`src/rtl/nasti_err_slave_if.sv`:
```
// NASTI (AXI4) bus bundle seen by the default error responder.
// Only the fields the responder uses are carried; data/strobe/user on W are never inspected.
interface nasti_err_slave_if #(
    parameter int ID_WIDTH   = 1,
    parameter int ADDR_WIDTH = 8,
    parameter int DATA_WIDTH = 8,
    parameter int USER_WIDTH = 1
);
    logic [ID_WIDTH-1:0]   aw_id;
    logic [ADDR_WIDTH-1:0] aw_addr;
    logic [7:0]            aw_len;
    logic                  aw_valid;
    logic                  aw_ready;

    logic                  w_last;
    logic                  w_valid;
    logic                  w_ready;

    logic [ID_WIDTH-1:0]   b_id;
    logic [1:0]            b_resp;
    logic [USER_WIDTH-1:0] b_user;
    logic                  b_valid;
    logic                  b_ready;

    logic [ID_WIDTH-1:0]   ar_id;
    logic [ADDR_WIDTH-1:0] ar_addr;
    logic [7:0]            ar_len;
    logic                  ar_valid;
    logic                  ar_ready;

    logic [ID_WIDTH-1:0]   r_id;
    logic [DATA_WIDTH-1:0] r_data;
    logic [1:0]            r_resp;
    logic                  r_last;
    logic [USER_WIDTH-1:0] r_user;
    logic                  r_valid;
    logic                  r_ready;

    modport master (
        output aw_id, aw_addr, aw_len, aw_valid,
        input  aw_ready,
        output w_last, w_valid,
        input  w_ready,
        input  b_id, b_resp, b_user, b_valid,
        output b_ready,
        output ar_id, ar_addr, ar_len, ar_valid,
        input  ar_ready,
        input  r_id, r_data, r_resp, r_last, r_user, r_valid,
        output r_ready
    );

    modport slave (
        input  aw_id, aw_addr, aw_len, aw_valid,
        output aw_ready,
        input  w_last, w_valid,
        output w_ready,
        output b_id, b_resp, b_user, b_valid,
        input  b_ready,
        input  ar_id, ar_addr, ar_len, ar_valid,
        output ar_ready,
        output r_id, r_data, r_resp, r_last, r_user, r_valid,
        input  r_ready
    );
endinterface

```
`src/rtl/nasti_err_slave.sv`:
```
// Default NASTI error responder: completes every accepted write and read with RESP (DECERR).
// Optional error statistics (counters, last address) are enabled by defining NASTI_ERR_SLAVE_COUNT_EN.
module nasti_err_slave #(
    parameter int         ID_WIDTH   = 1,
    parameter int         ADDR_WIDTH = 8,
    parameter int         DATA_WIDTH = 8,
    parameter int         USER_WIDTH = 1,
    parameter logic [1:0] RESP       = 2'b11
) (
    input  logic                  clk,
    input  logic                  rst,
    nasti_err_slave_if.slave      bus
`ifdef NASTI_ERR_SLAVE_COUNT_EN
    ,
    output logic [15:0]           wr_err_cnt,
    output logic [15:0]           rd_err_cnt,
    output logic [ADDR_WIDTH-1:0] err_addr,
    output logic                  err_is_write
`endif
);

    typedef enum logic [1:0] {W_IDLE, W_DATA, W_RESP} wstate_t;
    typedef enum logic       {R_IDLE, R_DATA}         rstate_t;

    wstate_t               wstate, wstate_nxt;
    rstate_t               rstate, rstate_nxt;

    logic [ID_WIDTH-1:0]   wid_p0;
    logic [ID_WIDTH-1:0]   rid_p0;
    logic [7:0]            rcnt_p0;

    logic                  aw_ready_c, w_ready_c, b_valid_c;
    logic                  ar_ready_c, r_valid_c;
    logic                  aw_ready_g, w_ready_g, b_valid_g;
    logic                  ar_ready_g, r_valid_g;
    logic                  aw_hs, ar_hs, r_hs;

`ifdef NASTI_ERR_SLAVE_COUNT_EN
    function automatic logic [15:0] sat_inc(input logic [15:0] v);
        return (v == 16'hFFFF) ? v : v + 16'd1;
    endfunction
`endif

    // Write path: accept AW, swallow beats until w_last, then return one B.
    always_comb begin
        wstate_nxt = wstate;
        aw_ready_c = 1'b0;
        w_ready_c  = 1'b0;
        b_valid_c  = 1'b0;
        case (wstate)
            W_IDLE: begin
                aw_ready_c = 1'b1;
                if (bus.aw_valid) wstate_nxt = W_DATA;
            end
            W_DATA: begin
                w_ready_c = 1'b1;
                if (bus.w_valid && bus.w_last) wstate_nxt = W_RESP;
            end
            W_RESP: begin
                b_valid_c = 1'b1;
                if (bus.b_ready) wstate_nxt = W_IDLE;
            end
            default: wstate_nxt = W_IDLE;
        endcase
    end

    always_ff @(posedge clk) begin
        if (rst) wstate <= W_IDLE;
        else     wstate <= wstate_nxt;
    end

    // Read path: accept AR, stream ar_len+1 zero beats, last flagged when the count hits zero.
    always_comb begin
        rstate_nxt = rstate;
        ar_ready_c = 1'b0;
        r_valid_c  = 1'b0;
        case (rstate)
            R_IDLE: begin
                ar_ready_c = 1'b1;
                if (bus.ar_valid) rstate_nxt = R_DATA;
            end
            R_DATA: begin
                r_valid_c = 1'b1;
                if (bus.r_ready && (rcnt_p0 == 8'd0)) rstate_nxt = R_IDLE;
            end
            default: rstate_nxt = R_IDLE;
        endcase
    end

    always_ff @(posedge clk) begin
        if (rst) rstate <= R_IDLE;
        else     rstate <= rstate_nxt;
    end

    // Handshake qualifiers are masked by reset so nothing can complete while it is held.
    assign aw_ready_g = aw_ready_c & ~rst;
    assign w_ready_g  = w_ready_c  & ~rst;
    assign b_valid_g  = b_valid_c  & ~rst;
    assign ar_ready_g = ar_ready_c & ~rst;
    assign r_valid_g  = r_valid_c  & ~rst;

    assign aw_hs = bus.aw_valid & aw_ready_g;
    assign ar_hs = bus.ar_valid & ar_ready_g;
    assign r_hs  = r_valid_g & bus.r_ready;

    // Payload registers carry no reset; they are only observed behind a valid.
    always_ff @(posedge clk) begin
        if (aw_hs) wid_p0 <= bus.aw_id;
        if (ar_hs) begin
            rid_p0  <= bus.ar_id;
            rcnt_p0 <= bus.ar_len;
        end else if (r_hs && (rcnt_p0 != 8'd0)) begin
            rcnt_p0 <= rcnt_p0 - 8'd1;
        end
    end

    assign bus.aw_ready = aw_ready_g;
    assign bus.w_ready  = w_ready_g;
    assign bus.b_valid  = b_valid_g;
    assign bus.b_id     = b_valid_g ? wid_p0 : '0;
    assign bus.b_resp   = b_valid_g ? RESP : 2'b00;
    assign bus.b_user   = '0;

    assign bus.ar_ready = ar_ready_g;
    assign bus.r_valid  = r_valid_g;
    assign bus.r_id     = r_valid_g ? rid_p0 : '0;
    assign bus.r_data   = '0;
    assign bus.r_resp   = r_valid_g ? RESP : 2'b00;
    assign bus.r_last   = r_valid_g & (rcnt_p0 == 8'd0);
    assign bus.r_user   = '0;

`ifdef NASTI_ERR_SLAVE_COUNT_EN
    // AW wins the address capture when both paths accept in the same cycle.
    always_ff @(posedge clk) begin
        if (rst) begin
            wr_err_cnt   <= 16'd0;
            rd_err_cnt   <= 16'd0;
            err_addr     <= '0;
            err_is_write <= 1'b0;
        end else begin
            if (aw_hs) wr_err_cnt <= sat_inc(wr_err_cnt);
            if (ar_hs) rd_err_cnt <= sat_inc(rd_err_cnt);
            if (aw_hs) begin
                err_addr     <= bus.aw_addr;
                err_is_write <= 1'b1;
            end else if (ar_hs) begin
                err_addr     <= bus.ar_addr;
                err_is_write <= 1'b0;
            end
        end
    end

    logic unused_sigs;
    assign unused_sigs = ^{bus.aw_len};
`else
    logic unused_sigs;
    assign unused_sigs = ^{bus.aw_len, bus.aw_addr, bus.ar_addr};
`endif

endmodule

```
`src/flat_wrapper.sv`:
```
// flat-port wrapper written by rule: the top's interface ports become plain ports
module nasti_err_slave_flat 
#(
    parameter int         ID_WIDTH   = 1,
    parameter int         ADDR_WIDTH = 8,
    parameter int         DATA_WIDTH = 8,
    parameter int         USER_WIDTH = 1,
    parameter logic [1:0] RESP       = 2'b11
)
  (clk, rst, bus_aw_id, bus_aw_addr, bus_aw_len, bus_aw_valid, bus_aw_ready, bus_w_last, bus_w_valid, bus_w_ready, bus_b_id, bus_b_resp, bus_b_user, bus_b_valid, bus_b_ready, bus_ar_id, bus_ar_addr, bus_ar_len, bus_ar_valid, bus_ar_ready, bus_r_id, bus_r_data, bus_r_resp, bus_r_last, bus_r_user, bus_r_valid, bus_r_ready);
  nasti_err_slave_if #(.ID_WIDTH(ID_WIDTH), .ADDR_WIDTH(ADDR_WIDTH), .DATA_WIDTH(DATA_WIDTH), .USER_WIDTH(USER_WIDTH)) bus_i ();
  input  logic clk;
  input  logic rst;
  input wire logic [$bits(bus_i.aw_id)-1:0] bus_aw_id;
  input wire logic [$bits(bus_i.aw_addr)-1:0] bus_aw_addr;
  input wire logic [$bits(bus_i.aw_len)-1:0] bus_aw_len;
  input wire logic [$bits(bus_i.aw_valid)-1:0] bus_aw_valid;
  output wire logic [$bits(bus_i.aw_ready)-1:0] bus_aw_ready;
  input wire logic [$bits(bus_i.w_last)-1:0] bus_w_last;
  input wire logic [$bits(bus_i.w_valid)-1:0] bus_w_valid;
  output wire logic [$bits(bus_i.w_ready)-1:0] bus_w_ready;
  output wire logic [$bits(bus_i.b_id)-1:0] bus_b_id;
  output wire logic [$bits(bus_i.b_resp)-1:0] bus_b_resp;
  output wire logic [$bits(bus_i.b_user)-1:0] bus_b_user;
  output wire logic [$bits(bus_i.b_valid)-1:0] bus_b_valid;
  input wire logic [$bits(bus_i.b_ready)-1:0] bus_b_ready;
  input wire logic [$bits(bus_i.ar_id)-1:0] bus_ar_id;
  input wire logic [$bits(bus_i.ar_addr)-1:0] bus_ar_addr;
  input wire logic [$bits(bus_i.ar_len)-1:0] bus_ar_len;
  input wire logic [$bits(bus_i.ar_valid)-1:0] bus_ar_valid;
  output wire logic [$bits(bus_i.ar_ready)-1:0] bus_ar_ready;
  output wire logic [$bits(bus_i.r_id)-1:0] bus_r_id;
  output wire logic [$bits(bus_i.r_data)-1:0] bus_r_data;
  output wire logic [$bits(bus_i.r_resp)-1:0] bus_r_resp;
  output wire logic [$bits(bus_i.r_last)-1:0] bus_r_last;
  output wire logic [$bits(bus_i.r_user)-1:0] bus_r_user;
  output wire logic [$bits(bus_i.r_valid)-1:0] bus_r_valid;
  input wire logic [$bits(bus_i.r_ready)-1:0] bus_r_ready;
  assign bus_i.aw_id = bus_aw_id;
  assign bus_i.aw_addr = bus_aw_addr;
  assign bus_i.aw_len = bus_aw_len;
  assign bus_i.aw_valid = bus_aw_valid;
  assign bus_aw_ready = bus_i.aw_ready;
  assign bus_i.w_last = bus_w_last;
  assign bus_i.w_valid = bus_w_valid;
  assign bus_w_ready = bus_i.w_ready;
  assign bus_b_id = bus_i.b_id;
  assign bus_b_resp = bus_i.b_resp;
  assign bus_b_user = bus_i.b_user;
  assign bus_b_valid = bus_i.b_valid;
  assign bus_i.b_ready = bus_b_ready;
  assign bus_i.ar_id = bus_ar_id;
  assign bus_i.ar_addr = bus_ar_addr;
  assign bus_i.ar_len = bus_ar_len;
  assign bus_i.ar_valid = bus_ar_valid;
  assign bus_ar_ready = bus_i.ar_ready;
  assign bus_r_id = bus_i.r_id;
  assign bus_r_data = bus_i.r_data;
  assign bus_r_resp = bus_i.r_resp;
  assign bus_r_last = bus_i.r_last;
  assign bus_r_user = bus_i.r_user;
  assign bus_r_valid = bus_i.r_valid;
  assign bus_i.r_ready = bus_r_ready;
  nasti_err_slave #(.ID_WIDTH(ID_WIDTH), .ADDR_WIDTH(ADDR_WIDTH), .DATA_WIDTH(DATA_WIDTH), .USER_WIDTH(USER_WIDTH), .RESP(RESP)) u_core (.clk(clk), .rst(rst), .bus(bus_i));
endmodule
```
`config.mk`:
```
export PLATFORM = sky130hd
export DESIGN_NAME = nasti_err_slave_flat
export DESIGN_NICKNAME = d
export VERILOG_FILES = /design/src/rtl/nasti_err_slave_if.sv /design/src/rtl/nasti_err_slave.sv /design/src/flat_wrapper.sv
export SDC_FILE = /design/constraint.sdc
export NUM_CORES = 1
export LEC_CHECK = 0
export CAP_MARGIN = 15
export CORE_AREA = 3 3 53 55
export CTS_CLUSTER_DIAMETER = 200
export CTS_CLUSTER_SIZE = 16
export DETAILED_ROUTE_END_ITERATION = 12
export DIE_AREA = 0 0 56 58
export GPL_ROUTABILITY_DRIVEN = 1
export PLACE_DENSITY_LB_ADDON = 0.12
export SYNTH_ARGS = -nofsm -noshare
export SYNTH_HDL_FRONTEND = slang
export SYNTH_SLANG_ARGS = --single-unit
```
`constraint.sdc`:
```
create_clock -name clk -period 6 [get_ports clk]
set_clock_uncertainty 0.1 [all_clocks]
set_input_delay 0.9 -clock clk [delete_from_list [all_inputs] [get_ports clk]]
set_output_delay 0.9 -clock clk [all_outputs]
set_load 0.01 [all_outputs]
```
==> results.json, run 1 <==
{
  "grt_usage": 0.105,
  "clk_path_buf_depth": 2,
  "grt_max_degree": 15,
  "synth_cells": 85,
  "intPower_uw": 158,
  "synthFlopType": "edfxtp_1",
  "num_vias": 642,
  "period_share": 0.612,
  "p_sw_uw": 55.6,
  "yosys.area.top_type_share": 0.365,
  "htree_levels": 1,
  "syn_area_sq_um": 823,
  "crit_path_end_kind": "primary output",
  "drc": 0,
  "ys_ff_latch": 13,
  "cp_data_required_time_ns": 5.00,
  "async_flop_share": 0,
  "die_h_um": 58,
  "wl_per_cell_um": 12.0,
  "core_sq_um": 2430,
  "syn_to_final_growth_pct": 33.4,
  "ys_top_cells_by_count": "buf_4, edfxtp_1, nor2_1",
  "grt_overflow": 0,
  "syn_area_per_cell_sq_um": 9.69,
  "wirelength_mm": 1.69,
  "outcome": "finished clean",
  "stdcell_count": 141,
  "p_clk_frac": 0.253,
  "max_slew.worst_pin.slew_ns": 0.527,
  "port_buffers": 29,
  "start_kind": "primary input",
  "power_uw": 213,
  "dp_cells": 137,
  "cts-hold-fix-buffers": 0,
  "fmax_mhz": 272,
  "ys_warn_count": 0,
  "nets": 156,
  "root_buffer": "clkbuf_4",
  "p_leak_uw": 0.000404,
  "gp_congestion": 0.722,
  "antenna_found_initial": 0,
  "numCtsBuffers": 3,
  "cts_tree": "yes",
  "fin_crit_ns": 3.67,
  "tns_ns": 0,
  "utilization": 0.452,
  "start_util": 0.338,
  "yosysUniqueCellTypes": 31,
  "setup_viol": 0,
  "hold_violations": 0,
  "placementRows": 18,
  "rsz0062_at_grt": "false",
  "p_sw_frac": 0.261,
  "worstPathArrival_ns": 2.67,
  "clk_pin_slew_ns": 0.08,
  "drv_cap": 0,
  "slew_headroom": 0.648,
  "synth_area_leaders": "edfxtp_1, buf_4, dfxtp_1, o21ai_0, nor2_1",
  "die_w_um": 56,
  "diodes": 0,
  "grt_pass1_vias": 605,
  "synthMostInstantiatedCell": "buf_4",
  "peakVddDrop_mv": 0.0933,
  "hold_ws_ns": 0.372,
  "holdCritPathClass": "flip-flop to flip-flop",
  "worst_skew_pair.late_latency_ns": 0.27,
  "drv_slew": 0,
  "cts-resized-gates": 0,
  "dp_hpwl_mm": 1.29,
  "synth_enable_flop_cells": 10,
  "via_per_inst": 4.55,
  "first_pass_iters": 4,
  "drt_iter0_drc": 12,
  "drive_above_1_share": 0.0631,
  "ys_seq_area_frac": 0.438,
  "die-area_sq_um": 3250,
  "fillers": 241,
  "seqPwrFrac": 0.527,
  "ant_nets": 0,
  "power_frac_comb": 0.220,
  "grt_pass1_wl_mm": 2.65,
  "synth_largest_area_cell": "edfxtp_1",
  "crit_type": "primary input to primary output",
  "io_pins": 64,
  "p_per_area_nw_per_um2": 194,
  "clock_sinks": 13,
  "cts_setup_buffers": 0,
  "cp_max_fo": 8
}
## flip-flops by register name (all words and copies together) (netlist names)
name	cells
u_core.rcnt_p0	8
u_core.wstate	2
u_core.rid_p0	1
u_core.rstate	1
u_core.wid_p0	1
## kinds of logic after synthesis
group                    share of synthesized area
AND/OR/NAND/NOR                              0.225
buffers and inverters                        0.160
AO/OA/AOI/OAI                                0.122
flip-flops                                   0.438
XOR/XNOR                                    0.0213
adder cells (fa/ha/maj)                     0.0304
other                                      0.00455
## worst max-delay path, cell delays in order
cell and delay [ns]:
clkdlybuf4s50_1 0.54, nor3b_1 0.51, and2_1 0.20, clkdlybuf4s50_1 0.53
## layer usage
layer  vias up  part of all wire  global-route usage  routed length (um)
met4         0            0.0059              0.0508                  10
li1        330                 -                   -                   -
met3         2             0.068              0.0334                 115
met2        23              0.45               0.164                 755
met5         -                 0                   0                   0
met1       287              0.48               0.133                 808
## metrics by stage
stage,cell area (sq um),worst slack [ns]
2_1_floorplan,857,3.34
3_3_place_gp,1070,2.34
3_5_place_dp,1070,2.32
4_1_cts,1100,2.32
5_1_grt,1100,2.10
6_report,1100,2.33
## layout by cell type, fill, tap and decap left out, drive strengths merged, types with 2 or more instances in the layout
cell	n
clkdlybuf4s50	29
conb	10
edfxtp	10
nor2	7
o21ai	6
inv	5
a31oi	4
or3	4
clkbuf	4
nand2	3
and2	3
dfxtp	3
nor3b	3
nand2b	2
a21oi	2
nor3	2
ha	2
or4	2
## layout make-up
| type | count | area, sq um | share of cell area |
|---|---|---|---|
| inverters | 5 | 18.8 | 0.0171 |
| flip-flops and latches | 13 | 360 | 0.328 |
| clock buffers | 4 | 26.3 | 0.0239 |
| well taps | 30 | 37.5 | 0.0342 |
| multi-input cells | 60 | 365 | 0.333 |
| repair buffers | 29 | 290 | 0.264 |
## power groups by stage
stage | Sequential [uW] | Combinational [uW] | Clock (uW)
floorplan | 113 | 30.6 | 0
global placement | 114 | 46.5 | 0
detailed placement | 114 | 47.2 | 0
CTS | 112 | 47.5 | 56.6
global route | 113 | 52.2 | 61.3
finish | 112 | 46.9 | 53.9
## path summary, 6_finish.rpt
kind,startpoint,endpoint,slack (ns),cells past startpoint
max reg2reg,u_core.rcnt_p0[3],u_core.rcnt_p0[2],3.80,3
min reg2reg,u_core.wstate[1],u_core.wstate[0],0.37,1
max,rst,bus_b_id,2.33,4
min,u_core.wstate[1],u_core.wstate[0],0.37,1
No activity file was read; power rests on OpenSTA's default activity.
==> run 2, diff against run 1 <==
CORE_AREA = 3 3 54 56   (was 3 3 53 55)
DIE_AREA = 0 0 57 59   (was 0 0 56 58)
clock period = 3.5 ns   (was 6 ns; I/O delays follow)
==> run 2 against run 1 <==
Cell count unchanged. Sequential power grew 71%. Via count decreased by 0.16%. Critical path depth is the same. Combinational power rose by 70%. Non-clock buffer count unchanged. Final area unchanged. Total power rose by 71%. Largest power group unchanged. Global-route usage decreased by 1.2 points.
==> results.json, run 2 (synthesized netlist as in run 1, its figures left out) <==
{
  "nets": 156,
  "drc": 0,
  "r2r-end": "u_core.rcnt_p0[5]",
  "clock_sinks": 13,
  "r2r_start": "u_core.rcnt_p0[3]",
  "hold_violations": 0,
  "reg2reg_slack_ns": 1.31,
  "wl_per_cell_um": 11.1,
  "holdCritPathClass": "flip-flop to flip-flop",
  "outcome": "finished clean",
  "via_per_inst": 4.55,
  "mostFrequentLayoutCells": "clkdlybuf4s50_1, conb_1, edfxtp_1",
  "diodes": 0,
  "place_ws_ns": 0.603,
  "critical_path_depth": 4,
  "clk_path_buf_depth": 2,
  "antenna_found_initial": 0,
  "critPathLaunch": "u_core.rcnt_p0[3]",
  "placementRows": 18,
  "mostFrequentLayoutCell": "clkdlybuf4s50_1",
  "peakVddDrop_mv": 0.156,
  "clk_pin_slew_ns": 0.08,
  "numCtsBuffers": 3,
  "dp_hpwl_mm": 1.24,
  "tns_ns": 0,
  "gp_congestion": 0.696,
  "grt_max_degree": 15,
  "cts_tree": "yes",
  "grt_pass1_wl_mm": 2.44,
  "io_pins": 64,
  "top_register": "u_core.rcnt_p0",
  "slew_headroom": 0.664,
  "reg2reg_depth": 3,
  "grt_pass1_vias": 578,
  "drv_slew": 0,
  "stdcell_count": 141,
  "cts-hold-fix-buffers": 0,
  "worstPathArrival_ns": 2.46,
  "drv_cap": 0,
  "die_w_um": 57,
  "rsz0062_at_grt": "false",
  "crit_family": "simple AND/OR/NAND/NOR gates",
  "fillers": 257,
  "drive_above_1_share": 0.0631,
  "worstPathCellList": "or4_4, or3_4, nor3b_2, clkdlybuf4s50_1",
  "root_buffer": "clkbuf_4",
  "port_buffers": 29,
  "ant_nets": 0,
  "largest_reg_flops": 8,
  "cp_max_fo": 6,
  "crit_buf_inv": 1,
  "die_h_um": 59,
  "wirelength_mm": 1.56,
  "max_slew.worst_pin.slew_ns": 0.502,
  "power_uw": 366,
  "grt_usage": 0.0935,
  "fmax_mhz": 324,
  "p_leak_uw": 0.000404,
  "fin_crit_ns": 3.09,
  "top_regs": "u_core.rcnt_p0 x8, u_core.wstate x2",
  "crit_type": "flip-flop to primary output",
  "num_vias": 641,
  "die-area_sq_um": 3360,
  "drt_iter0_drc": 11,
  "cts-resized-gates": 0,
  "htree_levels": 1,
  "setup_ws_ns": 0.412,
  "grt_overflow": 0,
  "start_util": 0.332,
  "cp_slowest_cell": "or4_4",
  "utilization": 0.443,
  "core_sq_um": 2480,
  "dp_cells": 137,
  "start_kind": "flip-flop",
  "syn_to_final_growth_pct": 33.4,
  "critPathCapture": "bus_r_last",
  "p_per_area_nw_per_um2": 333,
  "cp_data_required_time_ns": 2.87,
  "worst_skew_pair.late_latency_ns": 0.28,
  "slowest_delay_ns": 0.59,
  "period_share": 0.882,
  "cts_setup_buffers": 0,
  "crit_path_end_kind": "primary output",
  "setup_viol": 0,
  "first_pass_iters": 4
}
-- run 2: worst min-delay path by stage --
stage	start	end	slack, ns	depth (start not counted)
6_report	u_core.wstate[1]	u_core.wstate[0]	0.37	1
3_3_place_gp	u_core.wstate[1]	u_core.wstate[0]	0.36	1
2_1_floorplan	u_core.wstate[1]	u_core.wstate[0]	0.34	1
4_1_cts	u_core.wstate[1]	u_core.wstate[0]	0.37	1
5_1_grt	u_core.wstate[1]	u_core.wstate[0]	0.40	1
3_5_place_dp	u_core.wstate[1]	u_core.wstate[0]	0.36	1
-- run 2: per-layer routing --
layer  global-route usage  up-vias  part of all wire
met4               0.0397        0             0.011
met3               0.0240        2             0.075
met2                0.165       25              0.47
met5                    0        -                 0
li1                     -      333                 -
met1                0.108      281              0.44
-- run 2: cell type report --
type	instances	area, sq um	area share
Clock buffer	4	26.3	0.0239
Inverter	5	18.8	0.0171
Multi-Input combinational cell	60	365	0.333
Sequential cell	13	360	0.328
Tap cell	30	37.5	0.0342
Timing Repair Buffer	29	290	0.264
-- run 2: power by group --
| part | internal [uW] | total (uW) | leakage, uW | switching [uW] |
|---|---|---|---|---|
| clock network | 44.2 | 93.8 | 0.0000150 | 49.7 |
| registers | 183 | 192 | 0.000118 | 9.57 |
| logic | 43.5 | 79.7 | 0.000270 | 36.2 |
| total | 270 | 366 | 0.000404 | 95.4 |
-- run 2: stage by stage --
stage / hold WS (ns) / cell area [sq um]
after floorplan: 0.337 / 857
after global placement: 0.356 / 1070
after detailed placement: 0.360 / 1070
after CTS: 0.372 / 1100
after global routing: 0.398 / 1100
final: 0.373 / 1100
==> run 3, diff against run 2 <==
GPL_ROUTABILITY_DRIVEN = unset   (was 1)
HOLD_SLACK_MARGIN = 0.06   (was unset)
==> results of run 3 <==
The final DEF is identical to that of run 2; final timing and power are the same.
